$ cat src/rtl/tdc_frame_sequencer.sv
// rtl/tdc_frame_sequencer.sv - sparse TDC hits to dense per-pixel shot stream for the histogram builder
// Optional drop counter enabled by defining TDC_SEQ_DROPCNT_EN.
module tdc_frame_sequencer #(
  parameter int NP         = 14,
  parameter int DATA_NUM   = 4,
  parameter int PIXEL_NUM  = 200,
  parameter int ACQ_NUM    = 33333,
  parameter int FIFO_DEPTH = 16,
  localparam int PW        = $clog2(PIXEL_NUM)
) (
  input  logic          clk,
  input  logic          res,
  input  logic          in_valid,
  output logic          in_ready,
  input  logic [PW-1:0] in_pixel,
  input  logic [NP-1:0] in_data,
  input  logic          in_nohit,
  input  logic          in_last,
  output logic          wrEn,
  output logic [NP-1:0] data,
  output logic          frame_done,
  output logic [19:0]   acq_idx,
  output logic [15:0]   drop_count
);

  localparam int KW = (DATA_NUM > 1) ? $clog2(DATA_NUM) : 1;
  localparam int AW = $clog2(FIFO_DEPTH);
  localparam int EW = NP + PW + 2;
  localparam logic [NP-1:0] PAD       = '1;
  localparam logic [NP-1:0] PAD_ALIAS = {{(NP-1){1'b1}}, 1'b0};
  localparam logic [PW:0]   PIX_NUM_W = (PW+1)'(PIXEL_NUM);
  localparam logic [PW-1:0] PIX_LAST  = PW'(PIXEL_NUM - 1);
  localparam logic [KW-1:0] K_LAST    = KW'(DATA_NUM - 1);
  localparam logic [19:0]   ACQ_LAST  = 20'(ACQ_NUM - 1);
  localparam logic [AW:0]   FIFO_FULL = (AW+1)'(FIFO_DEPTH);

  typedef enum logic [1:0] {IDLE, RUN, DRAIN, DONE} state_t;

  logic [EW-1:0] mem [FIFO_DEPTH];
  logic [AW-1:0] wr_ptr, rd_ptr;
  logic [AW:0]   count;
  logic          ready_en, push, pop, empty;
  logic [NP-1:0] wr_data;
  logic          head_last, head_nohit;
  logic [PW-1:0] head_pixel;
  logic [NP-1:0] head_data;

  state_t        state, state_n;
  logic [PW-1:0] pix, pix_n;
  logic [KW-1:0] k, k_n;
  logic          seen, seen_n;
  logic          adv, emit_n, drop;
  logic [NP-1:0] emit_data;

  // ready_en keeps in_ready low while res is held and for the reset cycle itself
  assign in_ready = ready_en && (count != FIFO_FULL);
  assign push     = in_valid && in_ready;
  assign empty    = (count == '0);
  assign wr_data  = (in_data == PAD) ? PAD_ALIAS : in_data;
  assign {head_last, head_nohit, head_pixel, head_data} = mem[rd_ptr];

  always_ff @(posedge clk) begin
    if (push) mem[wr_ptr] <= {in_last, in_nohit, in_pixel, wr_data};
  end

  always_ff @(posedge clk) begin
    if (res) begin
      wr_ptr   <= '0;
      rd_ptr   <= '0;
      count    <= '0;
      ready_en <= 1'b0;
    end else begin
      ready_en <= 1'b1;
      if (push) wr_ptr <= wr_ptr + AW'(1);
      if (pop)  rd_ptr <= rd_ptr + AW'(1);
      case ({push, pop})
        2'b10:   count <= count + (AW+1)'(1);
        2'b01:   count <= count - (AW+1)'(1);
        default: ;
      endcase
    end
  end

  always_comb begin
    state_n   = state;
    pix_n     = pix;
    k_n       = k;
    seen_n    = seen;
    pop       = 1'b0;
    drop      = 1'b0;
    adv       = 1'b0;
    emit_n    = 1'b0;
    emit_data = PAD;
    case (state)
      IDLE: begin
        if (!empty) begin
          state_n = RUN;
          pix_n   = '0;
          k_n     = '0;
          seen_n  = 1'b0;
        end
      end
      RUN: begin
        if (seen) begin
          adv = 1'b1;
        end else if (!empty) begin
          if (head_nohit) begin
            pop    = 1'b1;
            seen_n = 1'b1;
            adv    = 1'b1;
          end else if (head_pixel < pix || {1'b0, head_pixel} >= PIX_NUM_W) begin
            // a dropped word still closes the shot if it carries last
            pop  = 1'b1;
            drop = 1'b1;
            if (head_last) seen_n = 1'b1;
          end else if (head_pixel == pix) begin
            pop       = 1'b1;
            adv       = 1'b1;
            emit_data = head_data;
            if (head_last) seen_n = 1'b1;
          end else begin
            adv = 1'b1;
          end
        end
        if (adv) begin
          emit_n = 1'b1;
          if (k == K_LAST) begin
            k_n = '0;
            if (pix == PIX_LAST) state_n = seen_n ? DONE : DRAIN;
            else                 pix_n   = pix + PW'(1);
          end else begin
            k_n = k + KW'(1);
          end
        end
      end
      DRAIN: begin
        if (!empty) begin
          pop  = 1'b1;
          drop = !head_nohit;
          if (head_last) state_n = DONE;
        end
      end
      DONE:    state_n = IDLE;
      default: state_n = IDLE;
    endcase
  end

  always_ff @(posedge clk) begin
    if (res) begin
      state      <= IDLE;
      pix        <= '0;
      k          <= '0;
      seen       <= 1'b0;
      wrEn       <= 1'b0;
      data       <= '0;
      frame_done <= 1'b0;
      acq_idx    <= '0;
    end else begin
      state      <= state_n;
      pix        <= pix_n;
      k          <= k_n;
      seen       <= seen_n;
      wrEn       <= emit_n;
      if (emit_n) data <= emit_data;
      frame_done <= (state == DONE) && (acq_idx == ACQ_LAST);
      if (state == DONE) acq_idx <= (acq_idx == ACQ_LAST) ? '0 : acq_idx + 20'd1;
    end
  end

`ifdef TDC_SEQ_DROPCNT_EN
  always_ff @(posedge clk) begin
    if (res)                               drop_count <= '0;
    else if (drop && drop_count != 16'hFFFF) drop_count <= drop_count + 16'd1;
  end
`else
  logic unused_drop;
  assign unused_drop = drop;
  assign drop_count  = '0;
`endif

endmodule
$ cat config.mk
export PLATFORM = sky130hd
export DESIGN_NAME = tdc_frame_sequencer
export DESIGN_NICKNAME = d
export VERILOG_FILES = /design/src/rtl/tdc_frame_sequencer.sv
export SDC_FILE = /design/constraint.sdc
export NUM_CORES = 1
export LEC_CHECK = 0
export ABC_AREA = 1
export BUFFER_PORTS_ARGS = -buffer_cell sky130_fd_sc_hd__buf_2
export CAP_MARGIN = 20
export CORE_ASPECT_RATIO = 0.7
export CORE_MARGIN = 2
export CORE_UTILIZATION = 50
export CTS_BUF_LIST = sky130_fd_sc_hd__clkbuf_8
export CTS_CLUSTER_SIZE = 10
export DETAILED_ROUTE_END_ITERATION = 10
export PLACE_DENSITY_LB_ADDON = 0.08
export SLEW_MARGIN = 15
export SYNTH_ARGS = -nofsm -noshare
export SYNTH_HDL_FRONTEND = slang
export SYNTH_SLANG_ARGS = --single-unit
export TNS_END_PERCENT = 20
$ cat constraint.sdc
create_clock -name clk -period 7.08 [get_ports clk]
set_input_delay 0.354 -clock clk [delete_from_list [all_inputs] [get_ports clk]]
set_output_delay 0.354 -clock clk [all_outputs]
set_load 0.005 [all_outputs]
-- Word level (Yosys, flattened, before mapping)
Memory sizes are Yosys's and may differ from the RTL's. A register that Yosys moved wholly into a read port is not among the register bits.
Cells that the tools add are included.
- register bits: 63
- bits in writable memories: 384
- bits of input ports: 27
- logic and storage cells: 106
- memories: 1
- memories (name ; words ; bits a word ; read ports ; clocked after Yosys merged registers in ; wr ports ; RTL line ; text):
    mem ; 16 ; 24 ; 1 ; 1 ; 1 ; 39 ; logic [EW-1:0] mem [FIFO_DEPTH];
- add/subtract/negate cells: 7
- magnitude comparators: 2
- eq/ne operators: 18
- multiplexer cells: 54
- reductions and logical operators: 12
- operators by type and width (operator ; count):
    14-bit 2-to-1 mux ; 7
    8-bit 2-to-1 mux ; 4
    1-bit 2-to-1 mux ; 25
    20-bit by 1-bit adder with 20-bit output (second input constant) ; 1
    20-bit by 16-bit == test with 1-bit output (second input constant) ; 1
    20-bit 2-to-1 mux ; 1
    2-bit 2-to-1 mux ; 9
    8-bit one-hot mux with 2 select lines ; 1
    14-bit == test (second input constant) ; 1
    2-bit inequality test (second input constant) ; 7
    5-bit one-hot mux with 2 select lines ; 1
    4-bit by 1-bit adder with 4-bit output (second input constant) ; 2
    8-bit by 1-bit adder with 8-bit output (second input constant) ; 1
    2-bit == test (second input constant) ; 4
    8-bit == test ; 1
    8-bit == test (second input constant) ; 1
    8-bit greater-or-equal comparator (second input constant) ; 1
    8-bit less-than comparator ; 1
    4-bit 2-to-1 mux ; 2
    2-bit one-hot mux with 4 select lines ; 1
    6-bit AND reduction ; 1
    5-bit by 1-bit adder with 5-bit output (second input constant) ; 1
    5-bit zero test ; 1
    5-bit inequality test (second input constant) ; 1
    12 further kinds ; 17

-- Logic depth before layout (Yosys ltp)
- depth in word-level cells: 12
- depth in mapped cells: 35
- mapped depth without buffers: 31

-- Worst setup path before layout
Ideal clock, no wire load.
- path type: register to register
- start: register (tool-made name)
- end: register count[4]
- arrival time: 3938 ps
- data required time: 7010 ps
- setup slack: 3071 ps
- stages on the path, launching flop included: 35
- path buffers: 6
- period minus slack after synthesis: 4009 ps
- path through: dfxtp_1 > inv_2 > buf_4 > buf_2 > buf_2 > clkbuf_1 > clkbuf_1 > nor2_1 > o221ai_1 > o211ai_1 > nand2_1 > ha_1 > inv_1 > nor2_1 > o21ai_0 > nand2_1 > nand2_1 > nand3_1 > nand3_1 > nand2_1 > nand2_2 > nand2_2 > inv_2 > ha_1 > clkbuf_1 > xor2_1 > ha_1 > inv_1 > nand2_1 > nand2_1 > nand2_1 > nand2_1 > nand2_1 > nand2_1 > a21oi_1
- RTL lines (item ; RTL line ; text):
    end signal, assigned ; 77 ; 2'b10: count <= count + (AW+1)'(1);
    end signal, assigned ; 78 ; 2'b01: count <= count - (AW+1)'(1);
    end, declared ; 41 ; logic [AW:0] count;

==> impl_metrics.env <==
export IMPL_cts_setup_buffers=0
export IMPL_cts_root_buf="clkbuf_8"
export IMPL_ys_flop_type="edfxtp_1"
export IMPL_fin_ws_ns=2.43
export IMPL_area_growth_pct=11.1
export IMPL_hold_viol=0
export IMPL_drc=0
export IMPL_end_kind="flop"
export IMPL_yosys_warnings=0
export IMPL_p_leak_nw=7.32
export IMPL_synthCells=1607
export IMPL_ys_seq_elements=451
export IMPL_synthesis_area_um2=18700
export IMPL_die_h_um=166
export IMPL_ys_seq_area_frac=0.689
export IMPL_initial_utilization=0.505
export IMPL_grt_max_degree=94
export IMPL_async_flop_share=0
export IMPL_yosysMostFrequentCell="edfxtp_1"
export IMPL_synth_area_leaders="edfxtp_1, dfxtp_1, nor2_1"
export IMPL_slew_violations=0
export IMPL_cts_hold_buf=0
export IMPL_drive_above_1_share=0.127
export IMPL_grt_antenna_before_repair=0
export IMPL_cts_clk_slew_worst_paths_ns=0.07
export IMPL_maxCapViolCount=0
export IMPL_startpoint_type="flop"
export IMPL_critPathMaxFanout=93
export IMPL_fmax_mhz=215
export IMPL_finalClockSkew_ns=0.0251
export IMPL_via_per_inst=5.73
export IMPL_dp_slack_ns=2.47
export IMPL_grt_pass1_wl_mm=75.2
export IMPL_rows=59
export IMPL_synth_edf_count=384
export IMPL_cp_required_ns=7.63
export IMPL_grt_overflow=0
export IMPL_final_util=0.561
export IMPL_max_stage_delay_ns=0.80
export IMPL_relSlewSlack=0.364
export IMPL_crit_type="flop to flop"
export IMPL_final_setup_viol_count=0
export IMPL_vias=12700
export IMPL_wl_mm=50.2
export IMPL_cts_buffer_depth=3
export IMPL_critPathArrivalTime_ns=5.20
export IMPL_dp_cells=2087
export IMPL_grt_pass1_vias=12000
export IMPL_core_um2=37000
export IMPL_gp_congestion=0.804
export IMPL_die_area_um2=39000
export IMPL_critPathSlowestCell="buf_4"
export IMPL_fin_nets=1724
export IMPL_cts_resized=0
export IMPL_ys_types=45
export IMPL_initialDrtViolationCount=1319
export IMPL_status="complete, no violations"
export IMPL_power_density_nw_per_um2=288
export IMPL_synth_top_area_cell="edfxtp_1"
export IMPL_wire_per_inst_um=22.7
export IMPL_cts_buffers=70
export IMPL_cts_sinks=451
export IMPL_ir_drop_mv=0.168
export IMPL_portBuffers=63
export IMPL_firstDrtPassIters=5
export IMPL_cts_max_level=3
export IMPL_cts_tree="yes"
export IMPL_dp_hpwl_mm=26.6
export IMPL_track_usage=0.257
export IMPL_synth_common_cells="edfxtp_1, nor2_1, o21ai_0, nand2_1, inv_1"
export IMPL_synth_area_per_cell_um2=11.6
export IMPL_finalCritPeriodShare=0.657
export IMPL_boundaryPins=80
export IMPL_finalCriticalPeriod_ns=4.65
export IMPL_antenna_cells=0
export IMPL_synth_top_area_frac=0.617
export IMPL_setup_tns_ns=0
export IMPL_die_w_um=235
export IMPL_fin_cells=2211
export IMPL_insertion_delay_ns=0.63
export IMPL_crit_top_cell="nand2_1"
export IMPL_rsz0062_at_grt="no"
export IMPL_min_path_type="input port to flop"
export IMPL_p_total_mw=5.99
export IMPL_tightest_slew_ns=0.954
export IMPL_ant_nets=0
-- sequential cells by signal, indices dropped and copies added (netlist names), 2 cells and up, named ones only --
register,flops
state,2
acq_idx,20
wr_ptr,4
mem,384
count,5
k,2
data,14
rd_ptr,4
pix,8
-- cell usage in the layout, fill, tap and decap left out, drive strengths merged, types with 5 or more instances in the layout --
| cell type | n |
|---|---|
| nor2 | 253 |
| dfxtp | 67 |
| inv | 132 |
| a31oi | 6 |
| conb | 16 |
| xor2 | 5 |
| clkinv | 17 |
| nor3 | 35 |
| a211oi | 6 |
| o21ai | 194 |
| clkbuf | 74 |
| buf | 93 |
| edfxtp | 384 |
| a21oi | 41 |
| ha | 24 |
| nand3 | 94 |
| o211ai | 12 |
| nor4 | 10 |
| nand2 | 160 |
| o221ai | 68 |
| nand4 | 8 |
-- per-stage QoR --
| stage | hold slack, ns | area (um2) |
|---|---|---|
| after global placement | 0.454 | 19400 |
| after detailed placement | 0.456 | 19500 |
| after CTS | 0.0782 | 20700 |
| final | 0.114 | 20800 |
| after floorplan | 0.448 | 18700 |
| after global routing | 0.102 | 20800 |
-- cell type report --
type | count | area, um2
sequential | 451 | 12900
inverter | 103 | 389
timing repair buffer | 93 | 631
tap | 488 | 611
multi-input combinational | 954 | 5030
clock buffer | 74 | 1020
fill | 3145 | 16200
clock inverter | 48 | 203
-- power by group --
part / switching, mW / internal, mW
Clock: 1.01 / 0.965
Combinational: 0.697 / 0.310
Sequential: 0.0711 / 2.94
Total: 1.77 / 4.22
-- worst paths after layout --
check | from | endpoint | slack [ns] | depth (start not counted)
max | flop | count[4] | 2.43 | 28
min | in_pixel[2] | mem[3][16] | 0.11 | 1
max reg2reg | flop | count[4] | 2.43 | 28
min reg2reg | data[3] | data[3] | 0.46 | 2
-- critical path, delay by kind of cell, from the launching register on --
kind / cells / cell delay [ns]
compound gates: 5 / 0.72
xor+xnor: 1 / 0.23
fa+ha+maj: 3 / 0.72
buf+inv: 4 / 0.98
flops: 1 / 0.65
simple gates: 15 / 1.22
-- kinds of logic (layout without fill, tap and decap cells) --
family          Yosys count  count (layout)  synth area share
buf+inv                 217             318            0.0512
simple gates            567             567             0.129
flops                   451             451             0.689
other cells               1              16          0.000201
fa+ha+maj                24              24            0.0161
xor+xnor                  7               7           0.00328
compound gates          340             340             0.111
-- per-layer routing --
layer / routed length (um) / track usage / up-vias
li1: - / - / 5894
met2: 22200 / 0.387 / 493
met1: 22800 / 0.379 / 6175
met3: 4040 / 0.0549 / 96
met4: 1130 / 0.0759 / 0
met5: 0 / 0 / -
(Power assumes the default switching activity.)
